===== config.mk =====
export PLATFORM = sky130hd
export DESIGN_NAME = mips_mc_controller_hs
export DESIGN_NICKNAME = d
export VERILOG_FILES = /design/src/rtl/mips_mc_controller_hs_pkg.sv /design/src/rtl/mips_mc_controller_hs_alu_decode.sv /design/src/rtl/mips_mc_controller_hs.sv
export SDC_FILE = /design/constraint.sdc
export NUM_CORES = 1
export LEC_CHECK = 0
export CAP_MARGIN = 5
export CORE_ASPECT_RATIO = 0.9
export CORE_MARGIN = 4
export CORE_UTILIZATION = 60
export CTS_CLUSTER_SIZE = 24
export DETAILED_ROUTE_END_ITERATION = 10
export DONT_BUFFER_PORTS = 1
export PLACE_DENSITY = 0.83
export SLEW_MARGIN = 25
export SYNTH_ARGS = -nofsm -noshare
export SYNTH_HDL_FRONTEND = slang
export SYNTH_SLANG_ARGS = --single-unit

===== constraint.sdc =====
create_clock -name clk -period 6 [get_ports clk]
set_input_delay 1.8 -clock clk [delete_from_list [all_inputs] [get_ports clk]]
set_output_delay 1.8 -clock clk [all_outputs]
set_load 0.01 [all_outputs]

===== src/rtl/mips_mc_controller_hs_pkg.sv =====
// Shared encodings for the multi-cycle MIPS32 controller and its datapath:
// FSM states, opcode/funct constants, ALU control and mux select encodings.
package mips_mc_pkg;

  typedef enum logic [3:0] {
    S_FETCH,
    S_DECODE,
    S_MEM_ADDR,
    S_MEM_RD,
    S_MEM_WB,
    S_MEM_WR,
    S_R_EXEC,
    S_R_WB,
    S_I_EXEC,
    S_I_WB,
    S_BRANCH,
    S_JUMP,
    S_JAL,
    S_JR,
    S_ERROR
  } state_t;

  // Opcodes (inst[31:26])
  localparam logic [5:0] OP_RTYPE = 6'b000000;
  localparam logic [5:0] OP_LW    = 6'b100011;
  localparam logic [5:0] OP_SW    = 6'b101011;
  localparam logic [5:0] OP_BEQ   = 6'b000100;
  localparam logic [5:0] OP_BNE   = 6'b000101;
  localparam logic [5:0] OP_ADDI  = 6'b001000;
  localparam logic [5:0] OP_SLTI  = 6'b001010;
  localparam logic [5:0] OP_J     = 6'b000010;
  localparam logic [5:0] OP_JAL   = 6'b000011;

  // R-type funct codes (inst[5:0])
  localparam logic [5:0] FN_ADD = 6'b100000;
  localparam logic [5:0] FN_SUB = 6'b100010;
  localparam logic [5:0] FN_AND = 6'b100100;
  localparam logic [5:0] FN_OR  = 6'b100101;
  localparam logic [5:0] FN_SLT = 6'b101010;
  localparam logic [5:0] FN_JR  = 6'b001000;

  // ALU operations
  localparam logic [2:0] ALU_ADD = 3'b010;
  localparam logic [2:0] ALU_SUB = 3'b110;
  localparam logic [2:0] ALU_AND = 3'b000;
  localparam logic [2:0] ALU_OR  = 3'b001;
  localparam logic [2:0] ALU_SLT = 3'b111;

  // PC source select
  localparam logic [1:0] PC_SRC_ALU    = 2'b00;
  localparam logic [1:0] PC_SRC_ALUOUT = 2'b01;
  localparam logic [1:0] PC_SRC_JUMP   = 2'b10;
  localparam logic [1:0] PC_SRC_REGA   = 2'b11;

  // Destination register select
  localparam logic [1:0] REG_DST_RT = 2'b00;
  localparam logic [1:0] REG_DST_RD = 2'b01;
  localparam logic [1:0] REG_DST_RA = 2'b10;

  // ALU B operand select
  localparam logic [1:0] ALU_B_REG    = 2'b00;
  localparam logic [1:0] ALU_B_FOUR   = 2'b01;
  localparam logic [1:0] ALU_B_IMM    = 2'b10;
  localparam logic [1:0] ALU_B_IMM_SH = 2'b11;

  // Writeback source select
  localparam logic [1:0] M2R_ALUOUT = 2'b00;
  localparam logic [1:0] M2R_MDR    = 2'b01;
  localparam logic [1:0] M2R_PC     = 2'b10;

  // States that talk to memory and are therefore subject to the wait limit
  function automatic logic is_mem_state(input state_t s);
    return (s == S_FETCH) || (s == S_MEM_RD) || (s == S_MEM_WR);
  endfunction

endpackage


===== src/rtl/mips_mc_controller_hs_alu_decode.sv =====
// Combinational ALU-control decode: maps opcode/funct to the ALU operation
// and flags R-type funct codes the controller does not implement.
module mips_alu_decode
  import mips_mc_pkg::*;
(
  input  logic [5:0] i_opcode,
  input  logic [5:0] i_funct,
  output logic [2:0] o_alu_ctrl,
  output logic       o_illegal
);

  // Decode the ALU operation; anything not an R-type or slti uses add
  always_comb begin
    o_alu_ctrl = ALU_ADD;
    o_illegal  = 1'b0;
    case (i_opcode)
      OP_RTYPE: begin
        case (i_funct)
          FN_ADD:  o_alu_ctrl = ALU_ADD;
          FN_SUB:  o_alu_ctrl = ALU_SUB;
          FN_AND:  o_alu_ctrl = ALU_AND;
          FN_OR:   o_alu_ctrl = ALU_OR;
          FN_SLT:  o_alu_ctrl = ALU_SLT;
          FN_JR:   o_alu_ctrl = ALU_ADD;
          default: o_illegal  = 1'b1;
        endcase
      end
      OP_SLTI: o_alu_ctrl = ALU_SLT;
      default: o_alu_ctrl = ALU_ADD;
    endcase
  end

endmodule


===== src/rtl/mips_mc_controller_hs.sv =====
// Multi-cycle MIPS32 control unit with memory-ready handshake, bounded wait
// states and a sticky ERROR state. Optional performance counters are enabled
// by defining MIPS_MC_PERF_EN.
module mips_mc_controller_hs
  import mips_mc_pkg::*;
#(
  parameter int MAX_WAIT = 16,
  parameter int WAIT_W   = 8
) (
  input  logic        clk,
  input  logic        rst,
  input  logic [31:0] inst,
  input  logic        zero,
  input  logic        mem_ready,
  output logic        pc_en,
  output logic        lord,
  output logic        mem_read,
  output logic        mem_write,
  output logic        ir_write,
  output logic [1:0]  mem_to_reg,
  output logic        reg_write,
  output logic        alu_src_a,
  output logic [2:0]  alu_ctrl,
  output logic [1:0]  pc_src,
  output logic [1:0]  reg_dst,
  output logic [1:0]  alu_src_b,
  output logic        error
`ifdef MIPS_MC_PERF_EN
  ,
  output logic [31:0] cycle_cnt,
  output logic [31:0] instr_cnt
`endif
);

  localparam logic [WAIT_W-1:0] L_MAX_WAIT = WAIT_W'(MAX_WAIT);

  state_t            r_state;
  state_t            w_next_state;
  logic [WAIT_W-1:0] r_wait_cnt;
  logic [5:0]        w_opcode;
  logic [5:0]        w_funct;
  logic [2:0]        w_alu_ctrl;
  logic              w_illegal_funct;
  logic              w_wait_at_limit;
  logic              w_unused;

  assign w_opcode        = inst[31:26];
  assign w_funct         = inst[5:0];
  assign w_wait_at_limit = (r_wait_cnt == L_MAX_WAIT);
  assign w_unused        = ^inst[25:6];

  mips_alu_decode u_alu_decode (
    .i_opcode   (w_opcode),
    .i_funct    (w_funct),
    .o_alu_ctrl (w_alu_ctrl),
    .o_illegal  (w_illegal_funct)
  );

  // State register; reset abandons any in-flight access
  always_ff @(posedge clk) begin
    if (!rst) r_state <= S_FETCH;
    else      r_state <= w_next_state;
  end

  // Wait counter: counts stalled cycles within one memory access, cleared on
  // completion and whenever a memory state is entered or left
  always_ff @(posedge clk) begin
    if (!rst)
      r_wait_cnt <= '0;
    else if (is_mem_state(r_state) && !mem_ready && (w_next_state == r_state))
      r_wait_cnt <= r_wait_cnt + 1'b1;
    else
      r_wait_cnt <= '0;
  end

  // Next-state and control outputs; everything is held at 0 during reset
  always_comb begin
    w_next_state = r_state;
    pc_en        = 1'b0;
    lord         = 1'b0;
    mem_read     = 1'b0;
    mem_write    = 1'b0;
    ir_write     = 1'b0;
    mem_to_reg   = M2R_ALUOUT;
    reg_write    = 1'b0;
    alu_src_a    = 1'b0;
    alu_ctrl     = ALU_AND;
    pc_src       = PC_SRC_ALU;
    reg_dst      = REG_DST_RT;
    alu_src_b    = ALU_B_REG;
    error        = 1'b0;
    if (rst) begin
      case (r_state)
        S_FETCH: begin
          mem_read  = 1'b1;
          alu_src_b = ALU_B_FOUR;
          alu_ctrl  = ALU_ADD;
          // completion beats the timeout when both happen together
          if (mem_ready) begin
            ir_write     = 1'b1;
            pc_en        = 1'b1;
            w_next_state = S_DECODE;
          end else if (w_wait_at_limit) begin
            w_next_state = S_ERROR;
          end
        end
        S_DECODE: begin
          alu_src_b = ALU_B_IMM_SH;
          alu_ctrl  = ALU_ADD;
          case (w_opcode)
            OP_RTYPE: begin
              if (w_funct == FN_JR)      w_next_state = S_JR;
              else if (w_illegal_funct)  w_next_state = S_ERROR;
              else                       w_next_state = S_R_EXEC;
            end
            OP_LW, OP_SW:     w_next_state = S_MEM_ADDR;
            OP_BEQ, OP_BNE:   w_next_state = S_BRANCH;
            OP_ADDI, OP_SLTI: w_next_state = S_I_EXEC;
            OP_J:             w_next_state = S_JUMP;
            OP_JAL:           w_next_state = S_JAL;
            default:          w_next_state = S_ERROR;
          endcase
        end
        S_MEM_ADDR: begin
          alu_src_a    = 1'b1;
          alu_src_b    = ALU_B_IMM;
          alu_ctrl     = ALU_ADD;
          w_next_state = (w_opcode == OP_LW) ? S_MEM_RD : S_MEM_WR;
        end
        S_MEM_RD: begin
          lord     = 1'b1;
          mem_read = 1'b1;
          if (mem_ready)            w_next_state = S_MEM_WB;
          else if (w_wait_at_limit) w_next_state = S_ERROR;
        end
        S_MEM_WB: begin
          reg_dst      = REG_DST_RT;
          mem_to_reg   = M2R_MDR;
          reg_write    = 1'b1;
          w_next_state = S_FETCH;
        end
        S_MEM_WR: begin
          lord      = 1'b1;
          mem_write = 1'b1;
          if (mem_ready)            w_next_state = S_FETCH;
          else if (w_wait_at_limit) w_next_state = S_ERROR;
        end
        S_R_EXEC: begin
          alu_src_a    = 1'b1;
          alu_src_b    = ALU_B_REG;
          alu_ctrl     = w_alu_ctrl;
          w_next_state = S_R_WB;
        end
        S_R_WB: begin
          reg_dst      = REG_DST_RD;
          mem_to_reg   = M2R_ALUOUT;
          reg_write    = 1'b1;
          w_next_state = S_FETCH;
        end
        S_I_EXEC: begin
          alu_src_a    = 1'b1;
          alu_src_b    = ALU_B_IMM;
          alu_ctrl     = w_alu_ctrl;
          w_next_state = S_I_WB;
        end
        S_I_WB: begin
          reg_dst      = REG_DST_RT;
          mem_to_reg   = M2R_ALUOUT;
          reg_write    = 1'b1;
          w_next_state = S_FETCH;
        end
        S_BRANCH: begin
          alu_src_a    = 1'b1;
          alu_src_b    = ALU_B_REG;
          alu_ctrl     = ALU_SUB;
          pc_src       = PC_SRC_ALUOUT;
          pc_en        = (w_opcode == OP_BNE) ? !zero : zero;
          w_next_state = S_FETCH;
        end
        S_JUMP: begin
          pc_src       = PC_SRC_JUMP;
          pc_en        = 1'b1;
          w_next_state = S_FETCH;
        end
        S_JAL: begin
          // PC already points past the jal, so it is the link value
          reg_dst      = REG_DST_RA;
          mem_to_reg   = M2R_PC;
          reg_write    = 1'b1;
          pc_src       = PC_SRC_JUMP;
          pc_en        = 1'b1;
          w_next_state = S_FETCH;
        end
        S_JR: begin
          pc_src       = PC_SRC_REGA;
          pc_en        = 1'b1;
          w_next_state = S_FETCH;
        end
        S_ERROR: begin
          error = 1'b1;
        end
        default: w_next_state = S_ERROR;
      endcase
    end
  end

`ifdef MIPS_MC_PERF_EN
  // Cycle counter: all running cycles outside reset and ERROR
  always_ff @(posedge clk) begin
    if (!rst)                    cycle_cnt <= '0;
    else if (r_state != S_ERROR) cycle_cnt <= cycle_cnt + 32'd1;
  end

  // Retired-instruction counter: every return to FETCH ends an instruction
  always_ff @(posedge clk) begin
    if (!rst)
      instr_cnt <= '0;
    else if ((r_state != S_FETCH) && (w_next_state == S_FETCH))
      instr_cnt <= instr_cnt + 32'd1;
  end
`endif

endmodule


After elaboration in Yosys (flattened, before gate mapping)
Cells that the tools add are included.
W data, S select, Z words.
{"block": "totals", "out_inout_bits": 19, "inputBits": 36, "elab_cells": 98, "register_bits": 12}
{"block": "classes", "eq_ne": 30, "add_sub_neg": 1, "reduce_logical": 23, "n_mux": 42}
{"op": "$eq A6 B6 Y1 const B", "count": 7}
{"op": "$pmux W4 S9", "count": 1}
{"op": "$eq A4 B4 Y1 const B", "count": 7}
{"op": "$mux W4", "count": 7}
{"op": "$pmux W4 S6", "count": 1}
{"op": "$mux W1", "count": 19}
{"op": "$eq A6 B4 Y1 const B", "count": 3}
{"op": "$eq A4 B3 Y1 const B", "count": 4}
{"op": "$reduce_or A2 Y1", "count": 8}
{"op": "$eq A6 B2 Y1 const B", "count": 2}
{"op": "$eq A6 B3 Y1 const B", "count": 2}
{"op": "$pmux W2 S3", "count": 2}
{"op": "$pmux W3 S4", "count": 1}
{"op": "$pmux W3 S3", "count": 1}
{"op": "$add A8 B1 Y8 const B", "count": 1}
{"op": "$eq A4 B2 Y1 const B", "count": 2}
{"op": "$eq A8 B5 Y1 const B", "count": 1}
{"op": "$mux W2", "count": 4}
{"op": "$pmux W2 S2", "count": 2}
{"op": "$reduce_or A4 Y1", "count": 2}
{"op": "$reduce_or A7 Y1", "count": 1}
{"op": "$logic_not A6 Y1", "count": 1}
{"op": "$mux W3", "count": 2}
{"op": "$pmux W3 S2", "count": 1}
{"op": "other kinds (10)", "count": 14}

Longest topological paths before layout
{"block": "depth", "word_depth": 12, "mapped_depth": 6, "depth_no_buf": 6}

Cells and area by module
A second synthesis with hierarchy kept.
{"block": "unflattened", "hier_cells": 182, "area_unflattened_um2": 1263.7}
{"mod": "mips_mc_controller_hs", "area_per_inst_um2": 1132.3, "seq_area_each_um2": 240.2, "n_inst": 1, "cells_each": 163}
{"mod": "mips_alu_decode", "area_per_inst_um2": 131.4, "seq_area_each_um2": 0.0, "n_inst": 1, "cells_each": 19}

Worst setup path after synthesis
Ideal clock, no wire load.
{"block": "synth_path", "path_kind": "input-to-output", "startpoint": "input inst[29]", "endpoint": "output alu_ctrl[1]", "path_buffers": 1, "required_ps": 4200, "t_arrival_ps": 2810, "stages": 5, "slack_ps": 1390, "cell_sequence": "buf_2 nor2_1 and4_1 o21ai_1 a221o_1"}
{"block": "synth_between", "elab_chain_cells": 4, "word_cells_on_any_way": 5, "classes_between": "eq/ne (1); mux (3); reduce/logical (1)"}
{"element": "start, declared", "line_no": "mips_mc_controller_hs.sv:12", "rtl": "input logic [31:0] inst,"}
{"element": "$eq A6 B4 Y1 / $logic_not A6 Y1 (equally long branches)", "line_no": "mips_mc_controller_hs_alu_decode.sv:16", "rtl": "case (i_opcode)"}
{"element": "$pmux W3 S2 (*)", "line_no": "mips_mc_controller_hs_alu_decode.sv:16"}
{"element": "$pmux W3 S3 (*)", "line_no": "mips_mc_controller_hs.sv:93", "rtl": "case (r_state)"}
{"element": "$mux W3 (*)", "line_no": "mips_mc_controller_hs.sv:92", "rtl": "if (rst) begin"}
{"element": "end, declared", "line_no": "mips_mc_controller_hs.sv:23", "rtl": "output logic [2:0] alu_ctrl,"}
Every way passes the cells marked *; elsewhere a longest branch is shown, timed or not.

Worst setup path after layout
{"block": "layout_path", "startpoint": "input inst[26]", "endpoint": "output alu_ctrl[1]"}
The elaborated chain is that of the path after synthesis.

==> summary.md <==
| Metric | Value |
|---|---|
| CTS buffer count | `3` |
| Setup_tns | `0 ns` |
| Crit path max fanout | `6` |
| Port bufs | `0` |
| Highest clock rate | `0.213 GHz` |
| Unrepaired setup endpoints after global routing | `false` |
| Max-Cap Viols | `0` |
| Post-Syn Instances | `175` |
| Sequential area share after synthesis | `19.5%` |
| Pin count of the biggest net entering global routing | `26` |
| Hold buffers post-CTS | `0` |
| Vias | `1279` |
| Pin slew with the least headroom to its limit | `0.747 ns` |
| Placer Congestion | `0.882` |
| Synthesized cell area | `1230 sq um` |
| Worst setup EP type | `output pin` |
| Wirelength per Cell | `15.9 microns` |
| DRC viols | `0` |
| All-Layer GR Usage | `23.0%` |
| Top Ports | `55` |
| Post-synth top cells | `32 x nor2_1, 14 x nand2_1, 12 x dfxtp_1, 9 x inv_1` |
| Post-synth EDFFs | `0` |
| Cells taking the most area after synthesis | `dfxtp_1 19%, nor2_1 9.7%, nand2_1 4.3%` |
| Final wirelength | `3080 microns` |
| CP peak stage delay | `0.39 ns` |
| Register-to-register setup slack | `4.14 ns` |
| Clock Tree Buf Depth | `2` |
| H-tree depth | `1` |
| Cts repair resizes | `0` |
| Pwr per Cell Area | `269 nW/um^2` |
| Post-Layout Cell Count | `194` |
| Unique masters post-synth | `51` |
| Vias in the first global route | `1211` |
| Most common cell in the netlist | `nor2_1` |
| Post-Syn Area per Cell | `7.05 sq um` |
| Synth top area share | `19.5%` |
| Post-synth ARST share | `0%` |
| Clock Latency Late Sink | `0.27 ns` |
| Crit-path cells | `nor4_4, and4_1, o21ai_1, a221o_1` |
| FP Rows | `15` |
| Synth warn | `0` |
| Worst-path clk slew | `0.07 ns` |
| Root Buffer | `clkbuf_4` |
| Area growth from synthesis to layout | `0.710%` |
| Pleak | `0.423 nW` |
| Min-Delay Path Class | `reg2reg` |
| HPWL Detailed | `2370 microns` |
| Dpl ws | `1.30 ns` |
| Slew HR | `50.2%` |
| Worst clock skew | `0.00325 ns` |
| Status | `finished clean` |
| Critical path arrival | `2.90 ns` |
| Initial drt markers | `55` |
| Reg-to-reg startpoint | `r_state[1]` |
| Startpoint Class | `primary input` |
| Total congestion overflow | `0` |
| First-pass GRT wire length | `5300 microns` |
| FF+latch count, synth | `12` |
| Final worst setup slack | `1.30 ns` |
| Post-CTS Repair Setup Buffers | `0` |
| Via density | `6.59` |
| Worst vdd ir | `0.151 mV` |
| Top_reg_cell synth | `dfxtp_1` |
| Pins Over Slew Limit | `0` |
| Final setup violation count | `0` |
| DIE HEIGHT | `51.0 microns` |
| Die span in x | `55.8 microns` |
| Initial antenna violation count | `0` |
| DP Cell Count | `190` |
| Worst setup path end | `alu_ctrl[1]` |
| Setup CP Type | `in2out` |
| Final Cell Area | `1240 sq um` |
| Crit path from | `inst[26]` |
| Total power | `0.334 mW` |
| Initial Util | `63.8%` |
| Final Cycle Share | `78.4%` |
| Time the worst path needs with I/O delays and setup | `4.70 ns` |
| Antenna Cells | `0` |
| Core area | `1930 sq um` |
| Fraction of layout instances using a drive strength above 1 | `5.33%` |
| Reg2Reg Depth | `4` |
| Placement-stage cell area | `1210 sq um` |
| TritonCTS clock tree | `built` |
| Post-synthesis net count | `213` |
| Detailed Routing Iterations Pass 1 | `4` |
| Antenna-violating nets left | `0` |
| Final hold vios | `0` |
| Sink Count | `12` |
| Area leader, netlist | `dfxtp_1` |
| Slowest cell on the critical path | `a221o_1` |
| Nets | `208` |
| Required @ worst endpoint | `4.20 ns` |
| Die area | `2850 sq um` |
| RR Endpoint | `r_state[2]` |
layout by cell type, fill, tap and decap left out, drive strengths merged, types with 3 or more instances in the layout:
cell type | netlist | final
o21ai | 11 | 11
nand2 | 14 | 14
nor2 | 32 | 32
a21oi | 5 | 5
a31oi | 3 | 3
nor4 | 3 | 3
nor2b | 3 | 3
o211ai | 3 | 3
clkbuf | 2 | 4
xnor2 | 5 | 5
nor3 | 4 | 4
dfxtp | 12 | 12
inv | 9 | 9
mux2i | 3 | 3
nor3b | 3 | 3
nand3 | 8 | 8
xor2 | 4 | 4
nor4b | 3 | 3
nand2b | 4 | 4
or3 | 3 | 3
per-stage QoR:
step | util, % | hold slack [ns]
6_report | 64.3 | 0.478
5_1_grt | 64.3 | 0.555
4_1_cts | 64.3 | 0.482
3_5_place_dp | 62.4 | 0.465
3_3_place_gp | 62.4 | 0.458
2_1_floorplan | - | 0.441
state kept, by name, summed over array words and instances (netlist names):
signal,cells
r_wait_cnt,8
r_state,4
how the worst min path moves through the flow:
stage / startpoint / endpoint / slack (ns) / depth (start not counted)
2_1_floorplan: r_wait_cnt[0] / r_wait_cnt[0] / 0.44 / 1
3_3_place_gp: r_wait_cnt[0] / r_wait_cnt[0] / 0.46 / 1
3_5_place_dp: r_wait_cnt[0] / r_wait_cnt[0] / 0.47 / 1
4_1_cts: r_wait_cnt[0] / r_wait_cnt[0] / 0.48 / 1
5_1_grt: r_wait_cnt[0] / r_wait_cnt[0] / 0.56 / 1
6_report: r_wait_cnt[0] / r_wait_cnt[0] / 0.48 / 1
report_power, final:
| part | internal [mW] | total [mW] | switching (mW) |
|---|---|---|---|
| combinational | 0.0614 | 0.146 | 0.0847 |
| sequential | 0.0882 | 0.125 | 0.0366 |
| clock | 0.0369 | 0.0628 | 0.0259 |
| total | 0.187 | 0.334 | 0.147 |
worst max-delay path, delay by kind of cell:
kind | cells | cell delay [ns]
AND/OR/NAND/NOR | 2 | 0.64
AO/OA/AOI/OAI | 2 | 0.45
area by class of cell:
cell class / instances / area, sq um
multi-input cells: 144 / 901
fillers: 191 / 691
flip-flops and latches: 12 / 240
clock buffers: 4 / 36.3
inverters: 9 / 33.8
well taps: 25 / 31.3
cell families (layout without fill, tap and decap cells):
family | Yosys count | count (layout) | share of synthesized area (%)
AND/OR/NAND/NOR | 89 | 89 | 38.3
AO/OA/AOI/OAI | 41 | 41 | 23.8
buffers and inverters | 19 | 13 | 7.50
flip-flops | 12 | 12 | 19.5
XOR/XNOR | 9 | 9 | 6.39
multiplexers | 3 | 3 | 2.43
adder cells (fa/ha/maj) | 2 | 2 | 2.03
metal layers:
layer	vias to the layer above	wire length (microns)	GRT usage (%)
li1	625	-	-
met1	591	1320	28.9
met2	61	1420	38.6
met3	2	323	7.58
met5	-	0	0
met4	0	16	4.86
(Power assumes the default switching activity.)
